### config.mk
export PLATFORM = sky130hd
export DESIGN_NAME = block_stream_gen
export DESIGN_NICKNAME = d
export VERILOG_FILES = /design/src/rtl/level_pkg.sv /design/src/rtl/platform_rom.sv /design/src/rtl/block_stream_gen.sv
export SDC_FILE = /design/constraint.sdc
export NUM_CORES = 1
export LEC_CHECK = 0
export CORE_ASPECT_RATIO = 1.75
export CORE_MARGIN = 8
export CORE_UTILIZATION = 50
export CTS_CLUSTER_DIAMETER = 80
export DETAILED_ROUTE_END_ITERATION = 10
export PLACE_DENSITY = 0.73
export SETUP_SLACK_MARGIN = 0.02
export SYNTH_ARGS = -nofsm -noshare
export SYNTH_HDL_FRONTEND = slang
export SYNTH_HIERARCHICAL = 1
export SYNTH_SLANG_ARGS = --single-unit
### constraint.sdc
create_clock -name sys_clk -period 14.2 [get_ports sys_clk]
set_input_delay 4.26 -clock sys_clk [delete_from_list [all_inputs] [get_ports sys_clk]]
set_output_delay 4.26 -clock sys_clk [all_outputs]
set_load 0.05 [all_outputs]
### src/rtl/level_pkg.sv
// Shared level data: block geometry, platform entry layout, loader states and
// the seven block layouts served by platform_rom.
package level_pkg;
    localparam int PHY_WIDTH    = 14;
    localparam int LEN_WIDTH    = 4;
    localparam int BLOCK_NUM    = 7;
    localparam int PLAT_NUM     = 7;
    localparam int BLOCK_HEIGHT = 480;
    localparam int ROM_DEPTH    = BLOCK_NUM * PLAT_NUM;
    localparam int ROM_AW       = $clog2(ROM_DEPTH);

    typedef struct packed {
        logic [PHY_WIDTH-1:0] x;
        logic [PHY_WIDTH-1:0] y;
        logic [LEN_WIDTH-1:0] len;
    } plat_t;

    typedef enum logic [1:0] {S_INIT, S_IDLE, S_LOAD, S_COMMIT} ld_state_t;

    localparam plat_t DEFAULT_PLAT = '{x: '0, y: '0, len: LEN_WIDTH'(1)};

    localparam logic [PHY_WIDTH-1:0] LAYOUT_X [BLOCK_NUM][PLAT_NUM] = '{
        '{14'd16, 14'd96,  14'd176, 14'd256, 14'd336, 14'd416, 14'd496},
        '{14'd24, 14'd104, 14'd184, 14'd264, 14'd344, 14'd424, 14'd504},
        '{14'd32, 14'd112, 14'd192, 14'd272, 14'd352, 14'd432, 14'd512},
        '{14'd40, 14'd120, 14'd200, 14'd280, 14'd360, 14'd440, 14'd520},
        '{14'd48, 14'd128, 14'd208, 14'd288, 14'd368, 14'd448, 14'd528},
        '{14'd56, 14'd136, 14'd216, 14'd296, 14'd376, 14'd456, 14'd536},
        '{14'd64, 14'd144, 14'd224, 14'd304, 14'd384, 14'd464, 14'd544}};

    // y is relative to the block base; platforms descend from near the top.
    localparam logic [PHY_WIDTH-1:0] LAYOUT_Y [BLOCK_NUM][PLAT_NUM] = '{
        '{14'd460, 14'd396, 14'd332, 14'd268, 14'd204, 14'd140, 14'd76},
        '{14'd458, 14'd394, 14'd330, 14'd266, 14'd202, 14'd138, 14'd74},
        '{14'd456, 14'd392, 14'd328, 14'd264, 14'd200, 14'd136, 14'd72},
        '{14'd454, 14'd390, 14'd326, 14'd262, 14'd198, 14'd134, 14'd70},
        '{14'd452, 14'd388, 14'd324, 14'd260, 14'd196, 14'd132, 14'd68},
        '{14'd450, 14'd386, 14'd322, 14'd258, 14'd194, 14'd130, 14'd66},
        '{14'd448, 14'd384, 14'd320, 14'd256, 14'd192, 14'd128, 14'd64}};

    localparam logic [LEN_WIDTH-1:0] LAYOUT_LEN [BLOCK_NUM][PLAT_NUM] = '{
        '{4'd4,  4'd5,  4'd6,  4'd7,  4'd8,  4'd9,  4'd10},
        '{4'd5,  4'd6,  4'd7,  4'd8,  4'd9,  4'd10, 4'd11},
        '{4'd6,  4'd7,  4'd8,  4'd9,  4'd10, 4'd11, 4'd4},
        '{4'd7,  4'd8,  4'd9,  4'd10, 4'd11, 4'd4,  4'd5},
        '{4'd8,  4'd9,  4'd10, 4'd11, 4'd4,  4'd5,  4'd6},
        '{4'd9,  4'd10, 4'd11, 4'd4,  4'd5,  4'd6,  4'd7},
        '{4'd10, 4'd11, 4'd4,  4'd5,  4'd6,  4'd7,  4'd8}};

    function automatic plat_t rom_entry(input logic [ROM_AW-1:0] addr);
        rom_entry = DEFAULT_PLAT;
        for (int b = 0; b < BLOCK_NUM; b++)
            for (int k = 0; k < PLAT_NUM; k++)
                if (int'(addr) == b * PLAT_NUM + k)
                    rom_entry = '{x: LAYOUT_X[b][k], y: LAYOUT_Y[b][k], len: LAYOUT_LEN[b][k]};
    endfunction
endpackage

### src/rtl/platform_rom.sv
// Synchronous platform ROM, one-cycle read latency; addresses past the last
// layout return the default entry.
module platform_rom
    import level_pkg::*;
(
    input  logic                              sys_clk,
    input  logic                              sys_rst_n,
    input  logic [ROM_AW-1:0]                 addr,
    output logic [2*PHY_WIDTH+LEN_WIDTH-1:0]  data
);
    always_ff @(posedge sys_clk or negedge sys_rst_n) begin
        if (!sys_rst_n) data <= '0;
        else            data <= rom_entry(addr);
    end
endmodule

### src/rtl/block_stream_gen.sv
// Tracks the character's vertical block and streams that block's platform
// layout from ROM into a shadow bank, committing it atomically.
module block_stream_gen #(
    parameter int BLOCK_NUM    = 7,
    parameter int PLAT_NUM     = 7,
    parameter int PHY_WIDTH    = 14,
    parameter int BLOCK_HEIGHT = 480,
    parameter int HYST         = 16,
    parameter int LEN_WIDTH    = 4,
    parameter int IDX_WIDTH    = 5
) (
    input  logic                              sys_clk,
    input  logic                              sys_rst_n,
    input  logic signed [PHY_WIDTH:0]         abs_char_y,
    output logic [IDX_WIDTH-1:0]              camera_y,
    output logic [$clog2(BLOCK_NUM)-1:0]      cur_block_type,
    output logic signed [PHY_WIDTH:0]         char_rel_y,
    output logic [PLAT_NUM*PHY_WIDTH-1:0]     plat_x,
    output logic [PLAT_NUM*PHY_WIDTH-1:0]     plat_y,
    output logic [PLAT_NUM*LEN_WIDTH-1:0]     plat_len,
    output logic                              tbl_valid,
    output logic                              load_done,
    output logic                              block_switch,
    output logic                              switch_up,
    output logic                              busy
);
    import level_pkg::*;

    localparam int TYPE_W  = $clog2(BLOCK_NUM);
    localparam int AW      = PHY_WIDTH + 2;
    localparam int MAX_IDX = 2**IDX_WIDTH - 1;
    localparam int KW      = $clog2(PLAT_NUM + 1);

    logic [AW-1:0]     y_pos, base, base_nxt;
    logic [TYPE_W-1:0] type_nxt, ld_type;
    logic              step_up, step_dn;
    ld_state_t         state;
    logic [KW-1:0]     k;
    logic [ROM_AW-1:0] rom_addr;
    plat_t             rom_q;
    plat_t             shadow [PLAT_NUM];

    assign y_pos   = abs_char_y[PHY_WIDTH] ? '0 : AW'(abs_char_y[PHY_WIDTH-1:0]);
    assign step_up = (y_pos >= base + AW'(BLOCK_HEIGHT)) && (camera_y != IDX_WIDTH'(MAX_IDX));
    // Hysteresis: the character must sink HYST below the base before stepping down.
    assign step_dn = !step_up && (y_pos + AW'(HYST) < base) && (camera_y != '0);

    always_comb begin
        base_nxt = base;
        type_nxt = cur_block_type;
        if (step_up) begin
            base_nxt = base + AW'(BLOCK_HEIGHT);
            type_nxt = (cur_block_type == TYPE_W'(BLOCK_NUM - 1)) ? '0 : cur_block_type + TYPE_W'(1);
        end else if (step_dn) begin
            base_nxt = base - AW'(BLOCK_HEIGHT);
            type_nxt = (cur_block_type == '0) ? TYPE_W'(BLOCK_NUM - 1) : cur_block_type - TYPE_W'(1);
        end
    end

    always_ff @(posedge sys_clk or negedge sys_rst_n) begin
        if (!sys_rst_n) begin
            camera_y       <= '0;
            base           <= '0;
            cur_block_type <= '0;
            block_switch   <= 1'b0;
            switch_up      <= 1'b0;
            char_rel_y     <= '0;
        end else begin
            base           <= base_nxt;
            cur_block_type <= type_nxt;
            block_switch   <= step_up || step_dn;
            char_rel_y     <= (PHY_WIDTH+1)'(y_pos - base_nxt);
            if (step_up) begin
                camera_y  <= camera_y + IDX_WIDTH'(1);
                switch_up <= 1'b1;
            end else if (step_dn) begin
                camera_y  <= camera_y - IDX_WIDTH'(1);
                switch_up <= 1'b0;
            end
        end
    end

    assign rom_addr = ROM_AW'(ld_type) * ROM_AW'(PLAT_NUM) + ROM_AW'(k);

    platform_rom u_rom (
        .sys_clk   (sys_clk),
        .sys_rst_n (sys_rst_n),
        .addr      (rom_addr),
        .data      (rom_q)
    );

    // A tracker step preempts every state, so a stale load never commits.
    always_ff @(posedge sys_clk or negedge sys_rst_n) begin
        if (!sys_rst_n) begin
            state     <= S_INIT;
            k         <= '0;
            ld_type   <= '0;
            tbl_valid <= 1'b0;
            load_done <= 1'b0;
            busy      <= 1'b0;
            plat_x    <= '0;
            plat_y    <= '0;
            plat_len  <= '0;
            for (int i = 0; i < PLAT_NUM; i++) shadow[i] <= '0;
        end else begin
            load_done <= 1'b0;
            if (step_up || step_dn) begin
                state     <= S_LOAD;
                k         <= '0;
                ld_type   <= type_nxt;
                tbl_valid <= 1'b0;
                busy      <= 1'b1;
            end else begin
                case (state)
                    S_INIT: begin
                        state   <= S_LOAD;
                        k       <= '0;
                        ld_type <= '0;
                        busy    <= 1'b1;
                    end
                    S_LOAD: begin
                        if (k != '0) shadow[k - KW'(1)] <= rom_q;
                        if (k == KW'(PLAT_NUM)) state <= S_COMMIT;
                        else                    k     <= k + KW'(1);
                    end
                    S_COMMIT: begin
                        for (int i = 0; i < PLAT_NUM; i++) begin
                            plat_x[i*PHY_WIDTH +: PHY_WIDTH]   <= shadow[i].x;
                            plat_y[i*PHY_WIDTH +: PHY_WIDTH]   <= shadow[i].y;
                            plat_len[i*LEN_WIDTH +: LEN_WIDTH] <= shadow[i].len;
                        end
                        tbl_valid <= 1'b1;
                        load_done <= 1'b1;
                        busy      <= 1'b0;
                        state     <= S_IDLE;
                    end
                    default: ;
                endcase
            end
        end
    end
endmodule

==> metrics <==
total track usage 23.4%; Pwr per Cell Area 195 nW/um^2; Layout area overhead 20.4%; Mapped Avg Cell Area 13.2 sq um; RePlAce Congestion 0.896; setup bufs post-CTS 0; max-cap viol count 0; crit path max fanout 65; H-Tree Depth 2; worst reg2reg path depth 15; Critical Path Sink plat_y[35]$_DFFE_PN0P_; Initial Util 50.3%; drt pass-1 iters 5; worst-margin pin slew 1140 ps; top_reg_cell synth dfrtp_1; CTS resizes 0; via count 14.8k; Critical Path Source Type input pin; CTS Sinks 511; CTS Buffer Depth 3; non-filler cells, final 2506; first-pass GRT wire length 94.3 mm; delay-heaviest family, CP buffers and inverters; Post-synth EDFFs 0; CTS tree built; DR WL/cell 24.1 um; status completed; layout cell share with drive strength beyond 1 15.7%; Worst EP required 14650 ps; Clock transition at path regs 70 ps; crit path DAT 10060 ps; Final Slew Violations 0; RR Endpoint plat_y[35]$_DFFE_PN0P_; register area share after synthesis 57.8%; Reg-to-Reg Start base[5]$_DFF_PN0_; DP HPWL 41.0 mm; Final Hold Vio Count 0; Core Area 44000 sq um; VDD IR-drop max 0.000231 V; slowest CP cell nand3_4; number of global-route vias before repair 15.7k; drt drc 0; Hold WC Path Type reg -> reg; CTS buffer count 45; fillcell total 3461; slowest stage delay, CP 810 ps; CP cell instances clkdlybuf4s50_1 -> nor2b_1 -> inv_1 -> ha_1 -> nor2b_1 -> a221oi_1 -> o21ai_0 -> o221a_2 -> o211a_1 -> inv_4 -> nand3_4 -> inv_4 -> buf_4 -> mux2_2; Post-CTS Hold Buffers 0; Die H 294 um; endpoints failing setup 0; 1st-iter DRT viols 1099; gr ovfl total 0; Root Driver clkbuf_16; total stage count of the critical path 14; chip width 175 um; FMAX 0.104 GHz; Rows 102; drt via density 5.90; Routed WL 60.5 mm; R2R Setup Slk 7710 ps; worst clock skew 17.0 ps; Final ANT Viol Nets 0; Mapped Cells 1678; Leakage 0.0125 uW; WP buf/inv 5; register bit total from synthesis 511; antenna violations before repair 1; worst-skew pair later-pin latency 580 ps; post-synthesis cell type count 84; IO Count 269; Sum Neg Setup Slack 0 ps; Synth async-reset ratio 100%; most frequent cells in the layout dfrtp_1 (510), clkdlybuf4s50_1 (267), mux2_2 (175); Nets 1968; port bufs 268; Mapped Area 22100 sq um; post-layout min period 9610 ps; Max-slew headroom 24.3%; YS warnings 6; final period utilization 67.6%; die footprint 51500 sq um; unrepaired setup endpoints after global routing no; commonest non-fill, non-tap cell in the layout dfrtp_1; Worst Setup SP abs_char_y[14]; critical path type in -> reg; crit end category flip-flop; placed insts 2422; largest net degree at the start of global routing 175
## worst register-to-register path, stage by stage (launching register included)
cell      delay [ps]
dfrtp_1          490
inv_1            150
ha_1             280
or3b_4           460
and3_1           220
xnor2_1          260
inv_1             80
ha_1             290
and2_1           160
a2111o_1         430
o211a_1          270
inv_4            440
nand3_4          830
inv_4            800
buf_4            700
mux2_2           490
## cell usage after synthesis (7+ instances only)
library cell	n	area, sq um
ha_1	48	601
a22o_1	100	876
o2bb2ai_1	130	1140
mux2_2	175	1970
a211oi_1	8	60.1
and3_1	14	87.6
nand4_1	9	56.3
o21ai_0	27	135
and2_1	7	43.8
clkbuf_1	35	131
mux2_1	56	631
dfrtp_1	511	12800
o211ai_1	7	52.6
inv_1	39	146
a21oi_1	40	200
xor2_1	12	105
buf_6	19	214
buf_2	48	240
nor2_1	34	128
xnor2_1	31	272
nand3_1	11	55.1
buf_4	30	225
nor2b_1	58	363
nand2_1	71	267
nor3_1	15	75.1
mux2i_1	14	140
a21o_1	9	67.6
## flip-flops by register name (all words and copies together) (netlist names)
signal and cells:
plat_len 28, busy 1, cur_block_type 3, ld_type 3
plat_y 98, camera_y 5, switch_up 1, block_switch 1
base 11, char_rel_y 15, u_rom/data 16, plat_x 98
load_done 1, state 2, shadow 224, tbl_valid 1
k 3
## metrics by stage
stage	hold WS [ps]	area [sq um]	util [%]	total power [uW]	setup WS, ps
after floorplan	449	22200	-	3370	5500
after global placement	467	25000	56.8	3780	4030
after detailed placement	467	25000	56.8	3830	3880
after CTS	483	26600	60.5	5190	4510
after global routing	495	26600	60.5	5490	4110
final	482	26600	60.5	5200	4590
## worst min-delay path by stage
stage | startpoint | endpoint | cells past startpoint
floorplan | shadow[21]$_DFFE_PN0P_ | shadow[21]$_DFFE_PN0P_ | 1
global placement | shadow[208]$_DFFE_PN0P_ | shadow[208]$_DFFE_PN0P_ | 1
detailed placement | shadow[24]$_DFFE_PN0P_ | shadow[24]$_DFFE_PN0P_ | 1
CTS | shadow[142]$_DFFE_PN0P_ | plat_y[38]$_DFFE_PN0P_ | 1
global route | shadow[146]$_DFFE_PN0P_ | shadow[146]$_DFFE_PN0P_ | 1
finish | shadow[24]$_DFFE_PN0P_ | shadow[24]$_DFFE_PN0P_ | 1
## metal layers
metal	vias to the layer above	part of all wire, %	wire length (um)	track usage, %
met2	502	53	32300	42.8
li1	6518	-	-	-
met3	113	4.8	2900	3.53
met4	0	4.2	2510	9.96
met1	7643	38	22800	26.7
met5	-	0	0	0
## final cells by class
class	count	area, sq um	area share, %
Timing Repair Buffer	291	2890	10.8
Clock buffer	63	1300	4.89
Tap cell	572	716	2.69
Sequential cell	511	12800	48.0
Multi-Input combinational cell	1005	8440	31.7
Antenna cell	2	5.00	0.0188
Clock inverter	19	333	1.25
Inverter	43	166	0.625
## where the power goes
part / total [uW] / internal (uW) / switching, uW
clock: 1340 / 779 / 561
sequential: 1700 / 1580 / 125
combinational: 2160 / 818 / 1350
total: 5200 / 3170 / 2030
## logic make-up (layout without fill, tap and decap cells)
family | Yosys count | count (layout) | synth area share, %
XOR/XNOR | 43 | 43 | 1.70
AND/OR/NAND/NOR | 262 | 262 | 6.46
AO/OA/AOI/OAI | 385 | 385 | 13.9
buffers and inverters | 176 | 416 | 4.42
adder cells (fa/ha/maj) | 55 | 55 | 3.30
flip-flops | 511 | 511 | 57.8
multiplexers | 245 | 245 | 12.4
other | 1 | 17 | 0.0169
Power figures use the tool's default switching activity.
